File: src/rtl/seq_barrel_shifter.sv
// Multi-cycle parametrised barrel shifter: one log2 stage per clock, four shift modes,
// valid/ready handshakes on both sides.
module seq_barrel_shifter #(
  parameter  int WIDTH = 8,
  localparam int SHW   = $clog2(WIDTH)
) (
  input  logic             clk,
  input  logic             clear,
  input  logic             in_valid,
  output logic             in_ready,
  input  logic [WIDTH-1:0] data_in,
  input  logic [SHW-1:0]   shift,
  input  logic [1:0]       mode,
  output logic             out_valid,
  input  logic             out_ready,
  output logic [WIDTH-1:0] data_out
);

  typedef enum logic [1:0] {IDLE, SHIFT, DONE} state_t;

  localparam logic [SHW-1:0] LAST = SHW'(SHW - 1);

  state_t           state;
  logic [WIDTH-1:0] work;
  logic [WIDTH-1:0] stage;
  logic [SHW-1:0]   cnt;
  logic [SHW-1:0]   shift_l;
  logic [1:0]       mode_l;
  int unsigned      n;

  // DONE passes out_ready straight through so a new operand can be taken on the pop edge.
  always_comb begin
    in_ready = 1'b0;
    if (!clear)
      in_ready = (state == IDLE) || ((state == DONE) && out_ready);
  end

  // Arithmetic mode replicates the current MSB, which stays equal to the original sign.
  always_comb begin
    n     = 32'd1 << cnt;
    stage = work;
    if (shift_l[cnt]) begin
      case (mode_l)
        2'b00:   stage = (work >> n) | (work << (WIDTH - n));
        2'b01:   stage = (work << n) | (work >> (WIDTH - n));
        2'b10:   stage = work >> n;
        default: stage = $unsigned($signed(work) >>> n);
      endcase
    end
  end

  always_ff @(posedge clk) begin
    if (clear) begin
      state     <= IDLE;
      work      <= '0;
      cnt       <= '0;
      shift_l   <= '0;
      mode_l    <= '0;
      data_out  <= '0;
      out_valid <= 1'b0;
    end else begin
      case (state)
        IDLE: begin
          if (in_valid) begin
            work    <= data_in;
            shift_l <= shift;
            mode_l  <= mode;
            cnt     <= '0;
            state   <= SHIFT;
          end
        end
        SHIFT: begin
          work <= stage;
          cnt  <= cnt + 1'b1;
          if (cnt == LAST) begin
            data_out  <= stage;
            out_valid <= 1'b1;
            state     <= DONE;
          end
        end
        DONE: begin
          if (out_ready) begin
            out_valid <= 1'b0;
            if (in_valid) begin
              work    <= data_in;
              shift_l <= shift;
              mode_l  <= mode;
              cnt     <= '0;
              state   <= SHIFT;
            end else begin
              state <= IDLE;
            end
          end
        end
        default: state <= IDLE;
      endcase
    end
  end

endmodule

File: config.mk
export PLATFORM = sky130hd
export DESIGN_NAME = seq_barrel_shifter
export DESIGN_NICKNAME = d
export VERILOG_FILES = /design/src/rtl/seq_barrel_shifter.sv
export SDC_FILE = /design/constraint.sdc
export NUM_CORES = 1
export LEC_CHECK = 0
export CAP_MARGIN = 20
export CORE_AREA = 8 8 95 97
export DETAILED_ROUTE_END_ITERATION = 16
export DIE_AREA = 0 0 103 105
export PLACE_DENSITY_LB_ADDON = 0.15
export SLEW_MARGIN = 20
export SYNTH_ARGS = -nofsm -noshare
export SYNTH_HDL_FRONTEND = slang
export SYNTH_SLANG_ARGS = --single-unit
File: constraint.sdc
create_clock -name clk -period 8.59 [get_ports clk]
set_input_delay 1.718 -clock clk [delete_from_list [all_inputs] [get_ports clk]]
set_output_delay 1.718 -clock clk [all_outputs]
set_load 0.01 [all_outputs]
==> impl_metrics.tcl, run 1 <==
set metrics [dict create \
    grt_use_total_pct 20.7 \
    rsz0062_at_grt "false" \
    holdBufCountCts 0 \
    path_cells "clkdlybuf4s50_1 > buf_4 > nor3_1 > clkdlybuf4s50_1" \
    cts-root-buf "clkbuf_8" \
    finalCritPeriodShare_pct 56.5 \
    ys.flop_type "dfxtp_1" \
    power.leakage_nw 1.26 \
    initial_core_util_pct 42.8 \
    fillers 826 \
    nets 449 \
    crit-reg2reg-launch "cnt[0]" \
    clockBufferDepth 2 \
    critPathBufInv 3 \
    antenna_left 0 \
    clock_latency_ns 0.28 \
    syn_inst 427 \
    hold_end "out_valid" \
    r2r_slack_ns 4.44 \
    ys_types 78 \
    wl_per_cell_um 21.0 \
    path_clk_slew_ns 0.11 \
    insertedDiodeCount 0 \
    ys_seq_area_share_pct 16.8 \
    setup_viol_count_final 0 \
    p_per_area_nw_per_um2 130 \
    cts_max_level 1 \
    finalSetupTns_ns 0 \
    wl_um 11000 \
    max-vdd-ir-drop_v 0.0000559 \
    grt-ovfl-total 0 \
    routabilityCongestion 0.948 \
    drtIter0Drc 290 \
    syn_nets 453 \
    cp_common_cell "clkdlybuf4s50_1" \
    antenna_found_initial 0 \
    die_width_um 103 \
    grt_max_degree 32 \
    rows 32 \
    synthArstFlopShare_pct 0 \
    clock_sinks 27 \
    slew_viol_final 0 \
    path_depth 4 \
    worst_setup_path_start_kind "input pin" \
    ys_warn_count 0 \
    endpoint_kind "primary output" \
    timing.rr.end "data_out[5]" \
    min_from "out_valid" \
    portBuffers 26 \
    via_per_inst 6.35 \
    critPathTopFamily "buffers and inverters" \
    hpwl_um 8230 \
    critPathRequiredTime_ns 6.87 \
    period_minus_slack_ns 4.86 \
    synth_area_per_cell_um2 7.54 \
    syn_area_um2 3220 \
    dr.pass1.iters 5 \
    grt_pass1_wl_um 17700 \
    top_level_ports 27 \
    holdPathStages 2 \
    die_h_um 105 \
    status "completed" \
    dieArea_um2 10800 \
    critical_path_class "in2out" \
    postCtsSetupBuffers 0 \
    cts_tree "built" \
    synth_seq_cells 27 \
    synth_edf_count 0 \
    min_path_type "reg2reg" \
    final_layout_size_suffix_gt1_share_pct 10.9 \
    place_inst 520 \
    maxCapViolCount 0 \
    cts_buffers 3 \
    crit_fanout 31 \
    final-hold-violation-count 0 \
    grt_pass1_vias 3187 \
    cts_resized 0 \
    cp_slowest_cell "clkdlybuf4s50_1" \
    cpPeakStageDelay_ns 0.57 \
    post_layout_nonfiller_instances 524 \
    slew_headroom_pct 30.0 \
    crit_arrival_ns 3.14 \
    fin_worst_skew_ns 0.00759 \
    synthToLayoutAreaGrowth_pct 8.51 \
    vias 3329 \
    worst_slew_pin_slew_ns 1.05 \
    rr_worst_depth 11 \
    core-area_um2 7530 \
    max_freq_mhz 206 \
    drc_errors 0 \
]
-- kinds of logic after synthesis --
| family | share of synthesized area (%) |
|---|---|
| AOI/OAI and AO/OA | 33.5 |
| xor gates and xnor gates | 0.544 |
| adders and majority gates | 3.50 |
| buffers and inverters | 7.73 |
| DFF | 16.8 |
| muxes | 14.0 |
| and+or+nand+nor | 23.9 |
-- sequential cells by signal (all words and copies together), names as in the netlist --
name	count
work	8
data_out	8
mode_l	2
state	2
shift_l	3
out_valid	1
cnt	3
-- worst reg2reg max path, cell delays in order (launching register included) --
cell and delay (ns):
dfxtp_1 0.47, ha_1 0.67, and2b_1 0.41, inv_2 0.17
ha_1 0.67, clkinv_1 0.40, nand3_1 0.18, a21oi_1 0.11
a2111oi_2 0.51, nor3_2 0.09, a22oi_2 0.22, a211oi_2 0.10
-- Yosys cell counts, drive strengths merged, types with 4 or more instances --
cell | instances | share of area, %
a211oi | 13 | 4.1
dfxtp | 27 | 17
clkbuf | 23 | 2.7
a21oi | 32 | 5.0
ha | 9 | 3.5
o21a | 4 | 0.93
nand3 | 10 | 1.6
a221oi | 4 | 1.3
o21ai | 23 | 3.6
nor2 | 55 | 6.5
nand2b | 7 | 1.4
o31ai | 4 | 0.93
o221ai | 4 | 1.1
o22ai | 5 | 0.97
buf | 17 | 3.5
mux2i | 30 | 10
nor4 | 5 | 0.97
nor3 | 15 | 3.0
nand2 | 33 | 3.8
inv | 11 | 1.4
o32ai | 4 | 1.9
a31oi | 15 | 2.9
or3 | 7 | 1.4
mux2 | 5 | 1.7
nor2b | 8 | 1.9
-- per-stage QoR --
stage	util [%]	power, mW	hold slack, ns	worst slack [ns]	area (um2)
floorplan	-	0.320	0.460	4.38	3220
detailed placement	45.7	0.376	0.461	3.73	3440
CTS	46.4	0.454	0.480	3.72	3490
finish	46.4	0.456	0.473	3.73	3490
global route	46.4	0.485	0.518	3.63	3490
global placement	45.7	0.375	0.461	3.74	3440
-- how the worst max path moves through the flow --
| stage | startpoint | endpoint | slack, ns |
|---|---|---|---|
| 5_1_grt | clear | in_ready | 3.63 |
| 4_1_cts | clear | in_ready | 3.72 |
| 2_1_floorplan | clear | in_ready | 4.38 |
| 3_5_place_dp | clear | in_ready | 3.73 |
| 3_3_place_gp | clear | in_ready | 3.74 |
| 6_report | clear | in_ready | 3.73 |
-- where the power goes --
| group | leakage, nW | total, mW | switching (mW) | internal, mW |
|---|---|---|---|---|
| Clock | 0.0261 | 0.0790 | 0.0449 | 0.0341 |
| Sequential | 0.221 | 0.156 | 0.0242 | 0.132 |
| Combinational | 1.01 | 0.220 | 0.132 | 0.0881 |
-- per-layer routing --
metal / vias to the layer above / global-route usage, % / wire length [um]
li1: 1598 / - / -
met2: 112 / 31.8 / 5070
met4: 0 / 7.34 / 296
met1: 1600 / 28.2 / 5130
met3: 19 / 3.12 / 514
met5: - / 0 / 0
-- area by class of cell --
class | count | area (um2) | share of cell area (%)
flip-flops and latches | 27 | 541 | 15.5
repair buffers | 31 | 298 | 8.52
clock buffers | 3 | 41.3 | 1.18
inverters | 12 | 47.5 | 1.36
well taps | 102 | 128 | 3.65
multi-input cells | 348 | 2430 | 69.6
clock inverters | 1 | 8.76 | 0.251
-- layout by cell type (no fill, tap or decap), drive strengths merged, types with 9 or more instances in the layout --
| cell | instances |
|---|---|
| o21ai | 23 |
| nand2 | 33 |
| mux2i | 30 |
| ha | 9 |
| a31oi | 15 |
| a21oi | 32 |
| nor2 | 55 |
| nor3 | 15 |
| dfxtp | 27 |
| inv | 12 |
| a211oi | 13 |
| nand3 | 10 |
| clkdlybuf4s50 | 26 |
Power figures use the tool's default switching activity.
==> run 2: changes to the inputs <==
Clock period 8.59 ns to 4.19 ns, I/O delays scaled along.
==> impl_metrics.tcl, run 2 (synthesis gave the netlist of run 1 again) <==
set metrics [dict create \
    top_regs "data_out (8), work (8)" \
    routabilityCongestion 1.02 \
    postCtsSetupBuffers 0 \
    slew_viol_final 0 \
    hpwl_um 8470 \
    grt_use_total_pct 20.9 \
    finalSetupTns_ns 0 \
    min_path_type "reg2reg" \
    wl_met3_um 845 \
    setup_viol_count_final 0 \
    wl_met2_um 5020 \
    power.leakage_nw 1.28 \
    max-vdd-ir-drop_v 0.000153 \
    grt_max_degree 31 \
    wl_um 11300 \
    cts_max_level 1 \
    layout_commonest_cell "nor2_1" \
    crit_fanout 19 \
    crit_arrival_ns 3.75 \
    dieArea_um2 10800 \
    max_freq_mhz 283 \
    p_per_area_nw_per_um2 268 \
    synthToLayoutAreaGrowth_pct 9.64 \
    postLayoutCoreUtil_pct 46.9 \
    vias 3434 \
    critical_path_class "reg2reg" \
    rows 32 \
    cts_resized 0 \
    cp_common_cell "ha_1" \
    finalCritPeriodShare_pct 84.2 \
    top_layer "met4" \
    grt_pass1_vias 3239 \
    path_clk_slew_ns 0.10 \
    final_cell_mix "54 x nor2_1, 33 x nand2_1, 32 x a21oi_1, 28 x mux2i_1, 27 x dfxtp_1" \
    clock_latency_ns 0.28 \
    die_width_um 103 \
    nets 454 \
    fin_worst_skew_ns 0.00565 \
    holdBufCountCts 0 \
    grt_pass1_wl_um 17900 \
    endpoint_kind "flip-flop" \
    drc_errors 0 \
    die_h_um 105 \
    cp_slowest_cell "dfxtp_1" \
    clockBufferDepth 2 \
    core-area_um2 7530 \
    worst_slew_pin_slew_ns 1.00 \
    cts-root-buf "clkbuf_8" \
    drtIter0Drc 295 \
    cts_buffers 3 \
    top_level_ports 27 \
    insertedDiodeCount 0 \
    initial_core_util_pct 42.8 \
    maxCapViolCount 0 \
    wl_per_cell_um 21.4 \
    drt-met1-wl_um 5020 \
    clock_sinks 27 \
    final-hold-violation-count 0 \
    grt-ovfl-total 0 \
    slew_headroom_pct 33.0 \
    critPathRequiredTime_ns 4.41 \
    status "completed" \
    portBuffers 26 \
    via_per_inst 6.49 \
    antenna_left 0 \
    dr.pass1.iters 5 \
    final_layout_size_suffix_gt1_share_pct 11.9 \
    worst_setup_path_start_kind "flip-flop" \
    path_cells "inv_1 > ha_1 > nor3_4 > nand2_1 > a21oi_1 > ha_1 > nor2_1 > o2111ai_2 > nor4_1 > a32o_1 > a221oi_2 > o31a_1 > nor3_2" \
    cts_tree "built" \
    cpPeakStageDelay_ns 0.47 \
    period_minus_slack_ns 3.53 \
    rsz0062_at_grt "false" \
    antenna_found_initial 0 \
]
## run 2: cell count changes in the layout (fill, tap and decap cells not counted)
cell        change
inv_6           -1
clkinvlp_4      +1
buf_4           +5
## run 2: per-stage QoR
step                      hold WS [ns]  setup slack [ns]  instance area (um2)  instances  power [mW]
final                            0.483             0.661                 3530        529       0.945
after global routing             0.526             0.342                 3530        529       0.995
after CTS                        0.481             0.722                 3530        529       0.940
after detailed placement         0.461             0.746                 3480        525       0.779
after global placement           0.458             0.828                 3480        525       0.787
after floorplan                  0.460              1.22                 3220        427       0.655
## run 2: path summary, 6_finish.rpt
check                  from        end  slack [ns]  cells past startpoint
setup / recovery     cnt[0]    work[0]        0.66                     13
hold / removal    out_valid  out_valid        0.48                      2
setup reg to reg     cnt[0]    work[0]        0.66                     13
hold reg to reg   out_valid  out_valid        0.48                      2
## run 2: final cells by class
class,instances,area [um2]
Tap cell,102,128
Inverter,12,47.5
Multi-Input combinational cell,348,2430
Clock buffer,3,41.3
Fill cell,809,4000
Clock inverter,1,7.51
Sequential cell,27,541
Timing Repair Buffer,36,335
## run 2: per-layer routing
layer | global-route usage, % | up-vias
met5 | 0 | -
met4 | 7.34 | 0
met3 | 3.45 | 35
met2 | 31.5 | 156
met1 | 28.8 | 1636
li1 | - | 1607
## run 2: worst max-delay path: cells and delay by family, from the launching register on
kind | cells | cell delay (ns)
AND/OR/NAND/NOR | 5 | 1.14
AO/OA/AOI/OAI | 5 | 1.07
buffers and inverters | 1 | 0.10
flip-flops | 1 | 0.47
adder cells (fa/ha/maj) | 2 | 0.69
## run 2: where the power goes
part | internal, mW | leakage, nW | total [mW] | switching (mW)
Clock | 0.0677 | 0.0217 | 0.159 | 0.0910
Combinational | 0.187 | 1.04 | 0.464 | 0.277
Sequential | 0.271 | 0.221 | 0.322 | 0.0508
